### config.mk
export PLATFORM = sky130hd
export DESIGN_NAME = fp_special_prep
export DESIGN_NICKNAME = d
export VERILOG_FILES = /design/src/rtl/fp_special_prep_pkg.sv /design/src/rtl/fp_special_prep_classify.sv /design/src/rtl/fp_special_prep.sv
export SDC_FILE = /design/constraint.sdc
export NUM_CORES = 1
export LEC_CHECK = 0
export ABC_AREA = 0
export BUFFER_PORTS_ARGS = -buffer_cell sky130_fd_sc_hd__buf_2
export CELL_PAD_IN_SITES_DETAIL_PLACEMENT = 1
export CELL_PAD_IN_SITES_GLOBAL_PLACEMENT = 2
export CORE_ASPECT_RATIO = 2
export CORE_UTILIZATION = 31
export CTS_BUF_LIST = sky130_fd_sc_hd__clkbuf_8
export DETAILED_ROUTE_END_ITERATION = 8
export GPL_ROUTABILITY_DRIVEN = 0
export GPL_TIMING_DRIVEN = 1
export PLACE_DENSITY_LB_ADDON = 0.12
export SLEW_MARGIN = 20
export SYNTH_ARGS = -nofsm -noshare
export SYNTH_HDL_FRONTEND = slang
export SYNTH_SLANG_ARGS = --single-unit
### constraint.sdc
create_clock -name clk -period 2.4 [get_ports clk]
set_clock_uncertainty 0.2 [all_clocks]
set_input_delay 0.24 -clock clk [delete_from_list [all_inputs] [get_ports clk]]
set_output_delay 0.24 -clock clk [all_outputs]
set_load 0.05 [all_outputs]
### src/rtl/fp_special_prep_pkg.sv
// Shared types for the FPU special-case prep stage.
// Operand classes, special-result codes, op codes and the classifier.
package fp_special_prep_pkg;

   typedef enum logic [1:0] {
      OP_ADD  = 2'd0,
      OP_SUB  = 2'd1,
      OP_MUL  = 2'd2,
      OP_RSVD = 2'd3
   } fp_op_t;

   typedef enum logic [1:0] {
      ERR_NOERR = 2'd0,
      ERR_ZERO  = 2'd1,
      ERR_NAN   = 2'd2,
      ERR_INF   = 2'd3
   } i_err_t;

   typedef enum logic [2:0] {
      CLS_ZERO = 3'd0,
      CLS_SUB  = 3'd1,
      CLS_NORM = 3'd2,
      CLS_INF  = 3'd3,
      CLS_QNAN = 3'd4,
      CLS_SNAN = 3'd5
   } fp_cls_t;

   // Width-independent: callers reduce their fields to these four flags.
   function automatic fp_cls_t classify(
      input logic exp_ones,
      input logic exp_zero,
      input logic man_zero,
      input logic man_msb
   );
      fp_cls_t c;
      c = CLS_NORM;
      if (exp_ones) begin
         if (man_zero)     c = CLS_INF;
         else if (man_msb) c = CLS_QNAN;
         else              c = CLS_SNAN;
      end else if (exp_zero) begin
         c = man_zero ? CLS_ZERO : CLS_SUB;
      end
      return c;
   endfunction

endpackage

### src/rtl/fp_special_prep_classify.sv
// Per-operand classification and denorm adjustment.
// FP_PREP_DAZ_EN flushes subnormal operands to zero.
module fp_operand_classify
   import fp_special_prep_pkg::*;
#(
   parameter int EXP_W = 8,
   parameter int MAN_W = 23
) (
   input  logic [EXP_W-1:0] exp_f,
   input  logic [MAN_W-1:0] man_f,
   output logic [2:0]       cls,
   output logic [EXP_W-1:0] exp_d,
   output logic [MAN_W:0]   man_ext
);

   fp_cls_t c;

   always_comb begin
      c = classify(&exp_f, ~|exp_f, ~|man_f, man_f[MAN_W-1]);
`ifdef FP_PREP_DAZ_EN
      if (c == CLS_SUB) c = CLS_ZERO;
`else
      c = c;
`endif
      cls     = c;
      exp_d   = exp_f;
      man_ext = {1'b1, man_f};
      if (c == CLS_SUB) begin
         exp_d   = EXP_W'(1);
         man_ext = {1'b0, man_f};
      end else if (c == CLS_ZERO) begin
         exp_d   = '0;
         man_ext = '0;
      end
   end

endmodule

### src/rtl/fp_special_prep.sv
// Two-stage special-case resolver for ADD/SUB/MUL with valid/ready.
// Build option FP_PREP_DAZ_EN: treat subnormal operands as zero.
module fp_special_prep
   import fp_special_prep_pkg::*;
#(
   parameter  int EXP_W = 8,
   parameter  int MAN_W = 23,
   localparam int W     = 1 + EXP_W + MAN_W
) (
   input  logic             clk,
   input  logic             rst,
   input  logic             in_valid,
   output logic             in_ready,
   input  logic [1:0]       in_op,
   input  logic [W-1:0]     in_a,
   input  logic [W-1:0]     in_b,
   output logic             out_valid,
   input  logic             out_ready,
   output logic [1:0]       out_err,
   output logic             out_sign,
   output logic             out_invalid,
   output logic [2:0]       out_cls_a,
   output logic [2:0]       out_cls_b,
   output logic [EXP_W-1:0] out_exp_a,
   output logic [EXP_W-1:0] out_exp_b,
   output logic [MAN_W:0]   out_man_a,
   output logic [MAN_W:0]   out_man_b,
   output logic [1:0]       out_op
);

   logic             ld1, ld2;
   logic [2:0]       cls_a, cls_b;
   logic [EXP_W-1:0] exp_a, exp_b;
   logic [MAN_W:0]   man_a, man_b;

   logic             v1_q, v1_d, sa1_q, sa1_d, sb1_q, sb1_d;
   logic [1:0]       op1_q, op1_d;
   logic [2:0]       ca1_q, ca1_d, cb1_q, cb1_d;
   logic [EXP_W-1:0] ea1_q, ea1_d, eb1_q, eb1_d;
   logic [MAN_W:0]   ma1_q, ma1_d, mb1_q, mb1_d;

   logic             v2_q, v2_d, sg2_q, sg2_d, inv2_q, inv2_d;
   logic [1:0]       err2_q, err2_d, op2_q, op2_d;
   logic [2:0]       ca2_q, ca2_d, cb2_q, cb2_d;
   logic [EXP_W-1:0] ea2_q, ea2_d, eb2_q, eb2_d;
   logic [MAN_W:0]   ma2_q, ma2_d, mb2_q, mb2_d;

   i_err_t res_err;
   logic   res_sign, res_inv;
   logic   sb_e, eff_sub, is_mul, nan_a, nan_b, snan;
   logic   inf_a, inf_b, zero_a, zero_b, same;

   fp_operand_classify #(.EXP_W(EXP_W), .MAN_W(MAN_W)) u_cls_a (
      .exp_f   (in_a[W-2:MAN_W]),
      .man_f   (in_a[MAN_W-1:0]),
      .cls     (cls_a),
      .exp_d   (exp_a),
      .man_ext (man_a)
   );

   fp_operand_classify #(.EXP_W(EXP_W), .MAN_W(MAN_W)) u_cls_b (
      .exp_f   (in_b[W-2:MAN_W]),
      .man_f   (in_b[MAN_W-1:0]),
      .cls     (cls_b),
      .exp_d   (exp_b),
      .man_ext (man_b)
   );

   assign ld2      = !v2_q || out_ready;
   assign ld1      = !v1_q || ld2;
   assign in_ready = rst || ld1;

   always_comb begin
      v1_d = v1_q; op1_d = op1_q; sa1_d = sa1_q; sb1_d = sb1_q;
      ca1_d = ca1_q; cb1_d = cb1_q; ea1_d = ea1_q; eb1_d = eb1_q;
      ma1_d = ma1_q; mb1_d = mb1_q;
      if (ld1) v1_d = in_valid;
      if (ld1 && in_valid) begin
         op1_d = in_op;  sa1_d = in_a[W-1]; sb1_d = in_b[W-1];
         ca1_d = cls_a;  cb1_d = cls_b;
         ea1_d = exp_a;  eb1_d = exp_b;
         ma1_d = man_a;  mb1_d = man_b;
      end
   end

   // Reserved op code falls through the ADD path.
   always_comb begin
      is_mul  = op1_q == OP_MUL;
      sb_e    = sb1_q ^ (op1_q == OP_SUB);
      eff_sub = sa1_q ^ sb_e;
      nan_a   = ca1_q == CLS_QNAN || ca1_q == CLS_SNAN;
      nan_b   = cb1_q == CLS_QNAN || cb1_q == CLS_SNAN;
      snan    = ca1_q == CLS_SNAN || cb1_q == CLS_SNAN;
      inf_a   = ca1_q == CLS_INF;
      inf_b   = cb1_q == CLS_INF;
      zero_a  = ca1_q == CLS_ZERO;
      zero_b  = cb1_q == CLS_ZERO;
      same    = ea1_q == eb1_q && ma1_q == mb1_q;
      res_err  = ERR_NOERR;
      res_sign = 1'b0;
      res_inv  = 1'b0;
      if (nan_a || nan_b) begin
         res_err = ERR_NAN;
         res_inv = snan;
      end else if (is_mul) begin
         if ((inf_a && zero_b) || (zero_a && inf_b)) begin
            res_err = ERR_NAN;
            res_inv = 1'b1;
         end else if (inf_a || inf_b) begin
            res_err  = ERR_INF;
            res_sign = sa1_q ^ sb1_q;
         end else if (zero_a || zero_b) begin
            res_err  = ERR_ZERO;
            res_sign = sa1_q ^ sb1_q;
         end
      end else begin
         if (inf_a && inf_b && eff_sub) begin
            res_err = ERR_NAN;
            res_inv = 1'b1;
         end else if (inf_a) begin
            res_err  = ERR_INF;
            res_sign = sa1_q;
         end else if (inf_b) begin
            res_err  = ERR_INF;
            res_sign = sb_e;
         end else if (zero_a && zero_b) begin
            res_err  = ERR_ZERO;
            res_sign = sa1_q & sb_e;
         end else if (eff_sub && same) begin
            res_err = ERR_ZERO;
         end
      end
   end

   always_comb begin
      v2_d = v2_q; err2_d = err2_q; sg2_d = sg2_q; inv2_d = inv2_q;
      ca2_d = ca2_q; cb2_d = cb2_q; ea2_d = ea2_q; eb2_d = eb2_q;
      ma2_d = ma2_q; mb2_d = mb2_q; op2_d = op2_q;
      if (ld2) v2_d = v1_q;
      if (ld2 && v1_q) begin
         err2_d = res_err; sg2_d = res_sign; inv2_d = res_inv;
         ca2_d = ca1_q; cb2_d = cb1_q; ea2_d = ea1_q; eb2_d = eb1_q;
         ma2_d = ma1_q; mb2_d = mb1_q; op2_d = op1_q;
      end
   end

   always_ff @(posedge clk) begin
      if (rst) begin
         v1_q <= 1'b0; op1_q <= '0; sa1_q <= 1'b0; sb1_q <= 1'b0;
         ca1_q <= '0; cb1_q <= '0; ea1_q <= '0; eb1_q <= '0;
         ma1_q <= '0; mb1_q <= '0;
         v2_q <= 1'b0; err2_q <= '0; sg2_q <= 1'b0; inv2_q <= 1'b0;
         ca2_q <= '0; cb2_q <= '0; ea2_q <= '0; eb2_q <= '0;
         ma2_q <= '0; mb2_q <= '0; op2_q <= '0;
      end else begin
         v1_q <= v1_d; op1_q <= op1_d; sa1_q <= sa1_d; sb1_q <= sb1_d;
         ca1_q <= ca1_d; cb1_q <= cb1_d; ea1_q <= ea1_d; eb1_q <= eb1_d;
         ma1_q <= ma1_d; mb1_q <= mb1_d;
         v2_q <= v2_d; err2_q <= err2_d; sg2_q <= sg2_d; inv2_q <= inv2_d;
         ca2_q <= ca2_d; cb2_q <= cb2_d; ea2_q <= ea2_d; eb2_q <= eb2_d;
         ma2_q <= ma2_d; mb2_q <= mb2_d; op2_q <= op2_d;
      end
   end

   assign out_valid   = v2_q;
   assign out_err     = err2_q;
   assign out_sign    = sg2_q;
   assign out_invalid = inv2_q;
   assign out_cls_a   = ca2_q;
   assign out_cls_b   = cb2_q;
   assign out_exp_a   = ea2_q;
   assign out_exp_b   = eb2_q;
   assign out_man_a   = ma2_q;
   assign out_man_b   = mb2_q;
   assign out_op      = op2_q;

endmodule

# Word level (Yosys, flattened, before mapping)
# Cells that the tools add are included.
# classes
n_eq_ne	12
n_reduce_logical	31
mux	41
n_bitwise	4
# op_table
operator	n
$mux 24	4
$reduce_or 23->1	2
$mux 8	4
$eq 24x24->1	1
$mux 1	20
$mux 3	6
$reduce_and 8->1	2
$reduce_or 8->1	2
$mux 2	7
$eq 3x3->1 const B	4
$logic_not 3->1	4
$logic_or 1x1->1	10
$logic_and 1x1->1	9
$eq 8x8->1	1
$eq 3x1->1 const B	2
$eq 3x2->1 const B	2
$xor 1x1->1	3
$eq 2x1->1 const B	1
$eq 2x2->1 const B	1
$logic_not 1->1	2
$and 1x1->1	1
# totals
ff_bits	152
out_inout_bits	78
inputBits	70
wordCells	109

# Depth between registers and ports, before layout
# depth
ltp_word	11
mapped_depth	9
ltp_nobuf	9

# Cells and area by module
# Synthesis repeated with hierarchy kept, for this count alone.
# hier_totals
hier_cells	841
area_unflattened_um2	6276.0
# by_module_without_submodules
mod	instances	area_each_um2	cells_per_inst	seq_area_each_um2
fp_special_prep	1	5765.5	741	3042.9
fp_operand_classify	2	255.2	50	0.0

# Worst setup path after synthesis
# OpenSTA, ideal clock, no wires.
# synth_timing
path_kind	register -> register
start	register v2_q, in the netlist out_valid
end	register eb2_q[0], in the netlist out_exp_b[0]
t_arrival_ps	1858
setup_slack_ps	271
stages_incl_launch_ff	7
n_path_buf	2
required_ps	2129
setup_ps	71
period_less_slack_ps	2129
cell_sequence	dfxtp_1 > nor2b_1 > nand2b_1 > clkbuf_1 > buf_1 > nand2_1 > a21oi_1
# synth_between
elab_chain_cells	3
# synth_lines
element	line	text
start: declaration	fp_special_prep.sv:42	logic v2_q, v2_d, sg2_q, sg2_d, inv2_q, inv2_d;
start signal: assignment	fp_special_prep.sv:159	v2_q <= v2_d; err2_q <= err2_d; sg2_q <= sg2_d; inv2_q <= inv2_d;
$logic_not 1->1	fp_special_prep.sv:69	assign ld2 = !v2_q || out_ready;
$logic_or 1x1->1	fp_special_prep.sv:69	
$logic_and 1x1->1	fp_special_prep.sv:140	if (ld2 && v1_q) begin
end signal: assignment	fp_special_prep.sv:153	ca2_q <= '0; cb2_q <= '0; ea2_q <= '0; eb2_q <= '0;
end signal: assignment	fp_special_prep.sv:160	ca2_q <= ca2_d; cb2_q <= cb2_d; ea2_q <= ea2_d; eb2_q <= eb2_d;
end: declaration	fp_special_prep.sv:45	logic [EXP_W-1:0] ea2_q, ea2_d, eb2_q, eb2_d;
# Every way passes these cells.
# A chain may end at the register's enable or synchronous reset.

# Final worst setup path
# layout_timing
start	input in_a[1]
end	register ea1_q[0]
# layout_between
elab_chain_cells	7
elab_cells_between_ends	9
classes_between	eq/ne: 1; mux: 6; reduce/logical: 2
# layout_lines
element	line	text
start: declaration	fp_special_prep.sv:15	input logic [W-1:0] in_a,
$reduce_or 23->1 *	fp_special_prep_classify.sv:19	c = classify(&exp_f, ~|exp_f, ~|man_f, man_f[MAN_W-1]);
$mux 1	fp_special_prep_pkg.sv:42	c = man_zero ? CLS_ZERO : CLS_SUB;
$mux 3	fp_special_prep_pkg.sv:41	end else if (exp_zero) begin
$mux 3 *	fp_special_prep_pkg.sv:37	if (exp_ones) begin
$logic_not 3->1	fp_special_prep_classify.sv:31	end else if (c == CLS_ZERO) begin
$mux 8	fp_special_prep_classify.sv:31	
$mux 8 *	fp_special_prep_classify.sv:28	if (c == CLS_SUB) begin
end signal: assignment	fp_special_prep.sv:150	ca1_q <= '0; cb1_q <= '0; ea1_q <= '0; eb1_q <= '0;
end signal: assignment	fp_special_prep.sv:157	ca1_q <= ca1_d; cb1_q <= cb1_d; ea1_q <= ea1_d; eb1_q <= eb1_d;
end: declaration	fp_special_prep.sv:39	logic [EXP_W-1:0] ea1_q, ea1_d, eb1_q, eb1_d;
# Every way passes the cells marked *; elsewhere a longest branch is shown, timed or not.

==> results.toml <==
[clocking]
cts-root-buf = "clkbuf_8"
cts_tree = "done"
cts_setup_buffers = 0
htreeDepth = 4
holdBufCountCts = 67
cts_buffers = 17
cts.path.max_buffers = 2
cts_resized = 0
clkSinkCount = 152
clk_pin_slew_ns = 0.09
clk_latency_ns = 0.46

[place]
dp.cells = 1136
portBuffers = 147
preCtsSetupSlack_ns = 0.153
place_area_um2 = 6970
dp_hpwl_um = 16900

[sta]
worst_pin_slew_ns = 0.742
finalMaxSlewViolations = 0
max_freq_mhz = 435
setup_ws_ns = 0.100
max-slew-margin-rel_pct = 50.5
finalHoldViolations = 0
period_needed_ns = 2.30
fin_crit_sh_pct = 95.8
holdWs_ns = 0.0315
setup_viol = 0
rsz0062_at_grt = "false"
setup_tns_ns = 0

[floorplanning]
core_region_area_um2 = 18700
row_count = 71
initial_core_util_pct = 31.6
die_w_um = 99.8
ios = 148
die-area_um2 = 19700
dieHeight_um = 198

[layout]
stdcell_count = 1232
final_area_um2 = 8090
utilization_pct = 43.2
syn_to_final_growth_pct = 36.4
layout_commonest_cell = "nand2_1"
diodes = 0
nNetsFinal = 1038
mostFrequentLayoutCells = "nand2_1 (287), dfxtp_1 (152), a21oi_1 (148), buf_2 (146), dlygate4sd3_1 (67)"
drive_gt1_share_pct = 20.5

[power_and_ir_drop]
total_power_mw = 5.76
ir_worst_vdd_v = 0.000302
p_per_area_nw_per_um2 = 711
total_leakage_power_nw = 3.25

[synth]
synth-seq-cells = 152
syn_area_um2 = 5930
ys_warn_count = 0
synth_nets = 838
seq_area_frac_synth_pct = 51.3
avgSynthCellArea_um2 = 7.73
synth.distinct_cells = 34
synth_enable_flop_cells = 0
ys_async_sr_fraction_pct = 0
synth-main-ff-cell = "dfxtp_1"
synth_cells = 767

[global_routing]
first_global_vias = 6324
grt.total_usage_pct = 24.4
grt_pass1_wl_um = 35300
antenna_found_initial = 0
grt_start_max_net_pins = 153
overflow = 0

[drt]
dr_wl_met2_um = 13000
post-route-drc-count = 0
drtAntennaViolNets = 0
topRoutingLayerUsed = "met4"
via_count = 6025
wl_met3_um = 640
detail_route.wirelength_um = 23100
vias_per_cell = 4.89
wl_per_cell_um = 18.8
dr.pass1.iters = 6
wl_met1_um = 8310
drt_iter0_markers = 164

[setup_path]
start_kind = "input port"
crit_path_end_kind = "register"
cp-startpoint = "in_a[1]"
path_max_fanout = 2
r2r-start = "eb1_q[5]"
worstPathRequired_ns = 2.52
cp.arrival_ns = 2.42
crit_type = "in2reg"

[min_path]
worstHoldPathType = "in2reg"
min_from = "out_ready"

[status]
outcome = "complete, no violations"

[job]
max_cap_viol_count = 0
==> path summary, 6_finish.rpt <==
kind / endpoint / cells past startpoint / slack (ns)
worst max-delay path: ea1_q[0] / 9 / 0.1
worst min-delay path: out_valid / 5 / 0.03
worst max register to register: out_err[0] / 6 / 0.13
worst min register to register: out_op[0] / 2 / 0.25
==> synthesized netlist by cell type, types with 2 or more instances <==
| cell | instances | share of area, % |
|---|---|---|
| clkbuf_1 | 43 | 2.7 |
| xnor2_1 | 30 | 4.4 |
| dfxtp_1 | 152 | 51 |
| nor3_1 | 7 | 0.59 |
| nand4_1 | 12 | 1.3 |
| nor2b_1 | 6 | 0.63 |
| a21oi_1 | 148 | 12 |
| o22ai_1 | 2 | 0.21 |
| nand2_1 | 288 | 18 |
| o21ai_0 | 4 | 0.34 |
| or2_2 | 3 | 0.32 |
| nand3_1 | 2 | 0.17 |
| xor2_1 | 4 | 0.59 |
| or2_1 | 3 | 0.32 |
| buf_1 | 5 | 0.32 |
| nand2b_1 | 3 | 0.32 |
| a2bb2oi_1 | 2 | 0.30 |
| and3_1 | 2 | 0.21 |
| nor2_1 | 20 | 1.3 |
| nor4_1 | 17 | 1.8 |
==> per-layer routing <==
| layer | GRT usage (%) | vias up |
|---|---|---|
| met4 | 15.1 | 0 |
| li1 | - | 2935 |
| met3 | 3.33 | 46 |
| met2 | 47.0 | 165 |
| met5 | 0 | - |
| met1 | 23.6 | 2879 |
==> worst max-delay path, cell delays in order <==
cell           delay, ns
dlygate4sd3_1       0.53
buf_2               0.14
nor4_1              0.57
buf_4               0.21
nand4_1             0.09
nor2_1              0.23
nor2_1              0.15
o21ai_0             0.17
a21oi_1             0.08
==> state kept, by name, summed over array words and instances (netlist names), 8 cells and up <==
signal	count
out_exp_b	8
ma1_q	24
mb1_q	24
out_exp_a	8
out_man_b	24
ea1_q	8
eb1_q	8
out_man_a	24
==> layout make-up <==
class / instances / area (um^2)
fill: 2342 / 10700
sequential: 152 / 3040
multi-input combinational: 567 / 2720
timing repair buffer: 229 / 1560
tap: 255 / 319
clock buffer: 20 / 275
clock inverter: 9 / 173
==> report_power, final <==
group,internal (mW),leakage (nW),total [mW],switching (mW)
registers,2.62,1.24,2.73,0.102
clock network,1.30,0.226,2.27,0.966
logic,0.289,1.78,0.766,0.477
total,4.21,3.25,5.76,1.55
==> kinds of logic after synthesis <==
kind of cell	synth area share (%)
AOI/OAI and AO/OA	14.6
and+or+nand+nor	25.8
DFF	51.3
xor gates and xnor gates	5.02
adders and majority gates	0.211
buffers and inverters	3.04
No activity file was read; power rests on OpenSTA's default activity.
